File: config.mk
export PLATFORM = sky130hd
export DESIGN_NAME = inst_encoder
export DESIGN_NICKNAME = d
export VERILOG_FILES = /design/src/rtl/inst_encoder.sv
export SDC_FILE = /design/constraint.sdc
export NUM_CORES = 1
export LEC_CHECK = 0
export BUFFER_PORTS_ARGS = -buffer_cell sky130_fd_sc_hd__buf_2
export CAP_MARGIN = 20
export CORE_ASPECT_RATIO = 0.8
export CORE_MARGIN = 2
export CORE_UTILIZATION = 53
export DETAILED_ROUTE_END_ITERATION = 8
export GPL_TIMING_DRIVEN = 1
export PLACE_DENSITY_LB_ADDON = 0.2
export SYNTH_ARGS = -nofsm -noshare
export SYNTH_HDL_FRONTEND = slang
export SYNTH_SLANG_ARGS = --single-unit
File: constraint.sdc
create_clock -name clk -period 3.86 [get_ports clk]
set_input_delay 0.386 -clock clk [delete_from_list [all_inputs] [get_ports clk]]
set_output_delay 0.386 -clock clk [all_outputs]
set_load 0.1 [all_outputs]
File: src/rtl/inst_encoder.sv
// Instruction encoder: legality check, 16-bit word packing, address tagging.
// Optional INSTENC_CANON_EN canonicalises operand bits of operand-free opcodes.
module inst_encoder #(
  parameter int DEPTH  = 4,
  parameter int ADDR_W = 8
) (
  input  logic              clk,
  input  logic              rst,
  input  logic              in_valid,
  output logic              in_ready,
  input  logic [5:0]        in_opc,
  input  logic [3:0]        in_ra,
  input  logic [1:0]        in_mode,
  input  logic [3:0]        in_rb,
  output logic              out_valid,
  input  logic              out_ready,
  output logic [15:0]       out_instcode,
  output logic [ADDR_W-1:0] out_addr,
  output logic              err_pulse,
  output logic [7:0]        err_cnt
);

  localparam int PW = $clog2(DEPTH);
  localparam int CW = PW + 1;

  logic [15:0]       code_q [DEPTH];
  logic [15:0]       code_d [DEPTH];
  logic [ADDR_W-1:0] tag_q  [DEPTH];
  logic [ADDR_W-1:0] tag_d  [DEPTH];

  logic [PW-1:0]     wr_ptr_q, wr_ptr_d;
  logic [PW-1:0]     rd_ptr_q, rd_ptr_d;
  logic [CW-1:0]     cnt_q, cnt_d;
  logic              full_q, full_d;
  logic [ADDR_W-1:0] pc_q, pc_d;
  logic              err_pulse_q, err_pulse_d;
  logic [7:0]        err_cnt_q, err_cnt_d;

  logic              legal;
  logic              no_operands;
  logic [15:0]       word;
  logic              accept;
  logic              push;
  logic              pop;

  // Opcode/mode legality map of the downstream decoder
  always_comb begin
    legal       = 1'b0;
    no_operands = 1'b0;
    case (in_opc)
      6'b001100, 6'b010100, 6'b011100,
      6'b000001, 6'b000010: legal = (in_mode != 2'b11);
      6'b000011: legal = (in_mode == 2'b01) || (in_mode == 2'b10);
      6'b000101, 6'b000110, 6'b001110: begin
        legal       = 1'b1;
        no_operands = 1'b1;
      end
      default: legal = 1'b0;
    endcase
  end

  // Pack fields into the decoder word
  always_comb begin
    word = {in_opc, in_ra, in_mode, in_rb};
`ifdef INSTENC_CANON_EN
    if (no_operands) word[9:0] = '0;
`else
    if (no_operands) word = {in_opc, in_ra, in_mode, in_rb};
`endif
  end

  assign in_ready = !full_q;
  assign accept   = in_valid && in_ready;
  assign push     = accept && legal;
  assign pop      = out_valid && out_ready;

  // FIFO, address counter and error bookkeeping next state
  always_comb begin
    code_d      = code_q;
    tag_d       = tag_q;
    wr_ptr_d    = wr_ptr_q;
    rd_ptr_d    = rd_ptr_q;
    pc_d        = pc_q;
    err_pulse_d = 1'b0;
    err_cnt_d   = err_cnt_q;
    if (push) begin
      code_d[wr_ptr_q] = word;
      tag_d[wr_ptr_q]  = pc_q;
      wr_ptr_d         = wr_ptr_q + 1'b1;
      pc_d             = pc_q + 1'b1;
    end
    if (pop) rd_ptr_d = rd_ptr_q + 1'b1;
    if (accept && !legal) begin
      err_pulse_d = 1'b1;
      if (err_cnt_q != 8'hFF) err_cnt_d = err_cnt_q + 8'd1;
    end
    cnt_d  = cnt_q + CW'(push) - CW'(pop);
    full_d = (cnt_d == CW'(DEPTH));
  end

  // State registers
  always_ff @(posedge clk or posedge rst) begin
    if (rst) begin
      for (int i = 0; i < DEPTH; i++) begin
        code_q[i] <= '0;
        tag_q[i]  <= '0;
      end
      wr_ptr_q    <= '0;
      rd_ptr_q    <= '0;
      cnt_q       <= '0;
      full_q      <= 1'b0;
      pc_q        <= '0;
      err_pulse_q <= 1'b0;
      err_cnt_q   <= '0;
    end else begin
      code_q      <= code_d;
      tag_q       <= tag_d;
      wr_ptr_q    <= wr_ptr_d;
      rd_ptr_q    <= rd_ptr_d;
      cnt_q       <= cnt_d;
      full_q      <= full_d;
      pc_q        <= pc_d;
      err_pulse_q <= err_pulse_d;
      err_cnt_q   <= err_cnt_d;
    end
  end

  assign out_valid    = (cnt_q != '0);
  assign out_instcode = out_valid ? code_q[rd_ptr_q] : '0;
  assign out_addr     = out_valid ? tag_q[rd_ptr_q] : '0;
  assign err_pulse    = err_pulse_q;
  assign err_cnt      = err_cnt_q;

endmodule
After elaboration in Yosys (flattened, before gate mapping)
Cells that the tools add are included.

word-level totals
  bits in registers = 121
  output and inout port bits = 35
  logic and storage cells = 68

cells by class
  add/sub/neg operators = 6
  magnitude comparators = 3
  equality and inequality tests = 14
  muxes and demuxes = 16
  bitwise operators = 2
  reductions and logical operators = 12

operator list
  operator               count
  $bwmux W64             1
  $mux W16               4
  $bmux W16 S2           1
  $bwmux W32             1
  $demux W16 S2          1
  $mux W8                4
  $add A8 B1 Y8 const B  2
  $bmux W8 S2            1
  $demux W8 S2           1
  $eq A6 B2 Y1 const B   2
  $eq A6 B3 Y1 const B   2
  $eq A6 B4 Y1 const B   2
  $eq A6 B5 Y1 const B   2
  $ne A8 B8 Y1 const B   1
  $eq A6 B1 Y1 const B   1
  $ge A3 B3 Y1 const B   2
  $not A2 Y3             2
  $logic_and A1 B1 Y1    5
  $reduce_or A5 Y1       1
  $add A2 B1 Y2 const B  2
  $add A3 B1 Y3          1
  $eq A3 B3 Y1 const B   1
  $lt A3 B1 Y1 const B   1
  $pmux W1 S3            1
  10 further kinds       11

Logic depth before layout (Yosys ltp)
  depth in word-level cells = 7
  depth in mapped cells = 14

Worst setup path before layout
Ideal clock, no wire load.

  path kind = register -> register
  start point = register full_q
  end point = register full_q
  arrival = 3009 ps
  data required time = 3772 ps
  slack = 763 ps
  stages on the path, launching flop included = 13
  path buffers = 1
  cells stage by stage = dfrtp_1 > inv_1 > nand2_1 > nor3_2 > buf_2 > inv_1 > ha_1 > inv_1 > ha_1 > fa_1 > xor2_1 > xnor2_1 > nor3b_1

between the ends
  cells in the longest elaborated chain, start to end = 6

ends and longest elaborated chain
  element                   RTL line  text
  start: declaration        34        logic full_q, full_d;
  start signal: assignment  121       full_q <= full_d;
  $logic_not A1 Y1          72        assign in_ready = !full_q;
  net in_ready              10        output logic in_ready,
  $logic_and A1 B1 Y1       73        assign accept = in_valid && in_ready;
  $logic_and A1 B1 Y1       74        assign push = accept && legal;
  $add A3 B1 Y3             97        cnt_d = cnt_q + CW'(push) - CW'(pop);
  $sub A3 B1 Y3             97
  net cnt_d[2]              33        logic [CW-1:0] cnt_q, cnt_d;
  $eq A3 B3 Y1              98        full_d = (cnt_d == CW'(DEPTH));
  net full_d                34

The timed path passes the listed nets, and every way through them passes these cells.
A chain may end at the register's enable or synchronous reset.

Worst setup path after layout
  start point = register rd_ptr_q[0]
  end point = output out_instcode[15]

between the ends
  cells in the longest elaborated chain, start to end = 5

ends and longest elaborated chain
  element                                      RTL line  text
  start: declaration                           32        logic [PW-1:0] rd_ptr_q, rd_ptr_d;
  start signal: assignment                     119       rd_ptr_q <= rd_ptr_d;
  $not A2 Y3 (not written as such)             129       assign out_instcode = out_valid ? code_q[rd_ptr_q] : '0;
  $bmux W16 S2                                 129
  $mux W16 (not written as such) (2 in a row)  129
  $mux W16                                     129
  end: declaration                             17        output logic [15:0] out_instcode,

No other way between the ends. The select of a mux whose other input is x is not followed.

==> metrics.md <==
| Metric | Value |
|---|---|
| Hpwl dp | 6730 µm |
| RSZ-0062 raised after global routing | false |
| Nets | 467 |
| Post-synthesis sequential area ratio | 54.2% |
| WP buf/inv | 2 |
| Final setup skew | 0.00627 ns |
| RR Endpoint | full_q |
| Worst-Skew Late Latency | 0.42 ns |
| Routed len/inst | 18.4 µm |
| Row cnt | 33 |
| Clock Path Buffers | 2 |
| DRC viols | 0 |
| Synthesized netlist cell count | 378 |
| Post-synth top area share | 54.2% |
| Final-report hold violation count | 0 |
| MaxCap Viol Count | 0 |
| CTS tree | built |
| Met3 Routed Length | 399 µm |
| Main synth FF type | dfrtp_1 |
| ANT nets after route | 0 |
| Layout cell share with drive strength beyond 1 | 45.8% |
| Die Ht | 95.9 µm |
| CTS Hold Bufs | 0 |
| Vias per cell | 5.44 |
| R2r setup slk | 1.39 ns |
| Largest net degree at the start of global routing | 69 |
| Kind of critical path | reg2out |
| Worst path arrival time | 2.40 ns |
| Worst Tran Pin Value | 0.829 ns |
| Synth top area cells | dfrtp_1, mux2_2, mux4_2 |
| Input/output buffers | 54 |
| Worst min-delay path category | in2async |
| CTS H-tree lvls | 4 |
| Post-synth EDFFs | 0 |
| Crit Path Max Fanout | 22 |
| YS warnings | 0 |
| Post-Synth Adder-Cell Area | 2.37% |
| Die area | 11400 µm² |
| Async S/R FF share, synth | 100% |
| Final setup TNS | 0 ns |
| Slew HR | 44.7% |
| Most frequent cells in the layout | dfrtp_1, mux2_2, buf_2 |
| CP startpoint kind | register |
| CP max stage delay | 0.56 ns |
| R2r startpoint | cnt_q[2] |
| Register bit total from synthesis | 121 |
| Post-CTS resize count | 0 |
| Distinct cells, synth | 37 |
| Setup bufs post-CTS | 0 |
| Setup violators final | 0 |
| I/O Pins | 55 |
| Post-synthesis simple-gate area fraction | 7.25% |
| Routed WL | 10900 µm |
| Synth Area per Inst | 14.8 µm² |
| Clk slew on worst S/H paths | 0.06 ns |
| Outcome | finished, final reports clean |
| Fmax | 359 MHz |
| DR vias | 3210 |
| Met2 wire len | 5080 µm |
| Family with the most delay on the worst path | buffers and inverters |
| Core area | 10200 µm² |
| Starting Density | 54.6% |
| Global-route wire length before repair | 17700 µm |
| Largest family of logic cells by synthesized area | multiplexers |
| Worst setup path endpoint | out_instcode[15] |
| Root buf cell | clkbuf_16 |
| Filler Cell Count | 776 |
| DR pass1 iterations | 4 |
| Post-Synth XOR/XNOR Area | 2.82% |
| Clock sinks | 121 |
| Crit path depth | 4 |
| Vias in the first global route | 3238 |
| Worst Setup SP | rd_ptr_q[0] |
| Commonest non-fill, non-tap cell in the layout | dfrtp_1 |
| Cell Area, Synth | 5590 µm² |
| Post-Syn Nets | 408 |
| Crit path time final | 2.78 ns |
| M1 WL | 5280 µm |
| GPL Wtd Cong | 0.730 |
| Worst endpoint required time | 3.47 ns |
| Crit-path slowest cell | mux4_2 |
| Mux contribution to synthesized area | 28.8% |
| Final period utilization | 72.1% |
| CP Cell Sequence | buf_4 > mux4_2 > and2_1 > buf_2 |
| Layout area overhead | 19.5% |
| R2r worst-path depth | 9 |
| Die width | 119 µm |
| Final Max Tran Viols | 0 |
| Highest metal used | met4 |
| Synth Area in Compound Gates | 1.12% |
| Grt ovf | 0 |
| TritonCTS buffer count | 17 |
| Antenna violations before repair | 0 |
| GR Util All Layers | 20.9% |
| Post-synth top area cell | dfrtp_1 |
| Worst setup EP type | primary output |
| Antenna diodes | 0 |
| DRT iter0 DRCs | 218 |
cells by family after synthesis:
logic type | Yosys count
XOR/XNOR | 18
flip-flops | 121
buffers and inverters | 34
AO/OA/AOI/OAI | 7
adder cells (fa/ha/maj) | 10
multiplexers | 119
AND/OR/NAND/NOR | 69
synth_stat cells, types with 4 or more instances:
cell type,n
xor2_1,10
ha_1,9
nand2_1,6
buf_2,6
nor2b_1,4
mux4_2,24
mux2_1,14
clkbuf_1,8
inv_1,9
and2_1,29
mux2_2,81
xnor2_1,8
buf_6,8
nand3_1,6
dfrtp_1,121
nor2_1,7
area by class of cell:
cell class	instances	area, µm²	area share [%]
Inverter	10	40.0	0.599
Clock inverter	12	219	3.28
Clock buffer	20	467	6.99
Tap cell	140	175	2.62
Sequential cell	121	3030	45.3
Timing Repair Buffer	64	383	5.73
Multi-Input combinational cell	223	2370	35.5
per-stage QoR:
stage / hold WS, ns / util (%) / cell area, µm² / std cells / setup WS [ns]
6_report: 0.135 / 65.2 / 6680 / 590 / 1.08
5_1_grt: 0.207 / 65.2 / 6680 / 590 / 0.928
4_1_cts: 0.164 / 65.2 / 6680 / 590 / 1.03
3_5_place_dp: 0.472 / 58.5 / 5990 / 558 / 0.683
3_3_place_gp: 0.461 / 58.5 / 5990 / 558 / 0.758
2_1_floorplan: 0.452 / - / 5590 / 378 / 0.260
flip-flops by register name (all words and copies together), names as in the netlist:
register,flops
pc_q,8
cnt_q,3
tag_q,32
err_cnt,8
err_pulse,1
wr_ptr_q,2
full_q,1
rd_ptr_q,2
code_q,64
worst min path at each step:
stage	startpoint	endpoint	slack, ns	cells past startpoint
floorplan	tag_q[10]	tag_q[10]	0.45	1
global placement	tag_q[12]	tag_q[12]	0.46	1
detailed placement	tag_q[12]	tag_q[12]	0.47	1
CTS	rst	err_pulse	0.16	2
global route	rst	cnt_q[0]	0.21	2
finish	rst	cnt_q[0]	0.14	2
routing by layer:
layer	GRT usage [%]	vias up
met5	0	-
met1	29.4	1680
met3	6.10	12
met2	31.3	59
met4	7.74	0
li1	-	1459
Power is left out: the tool's default activity adds up to more than one toggle a clock period on the data nets, which glitch-free logic cannot reach.
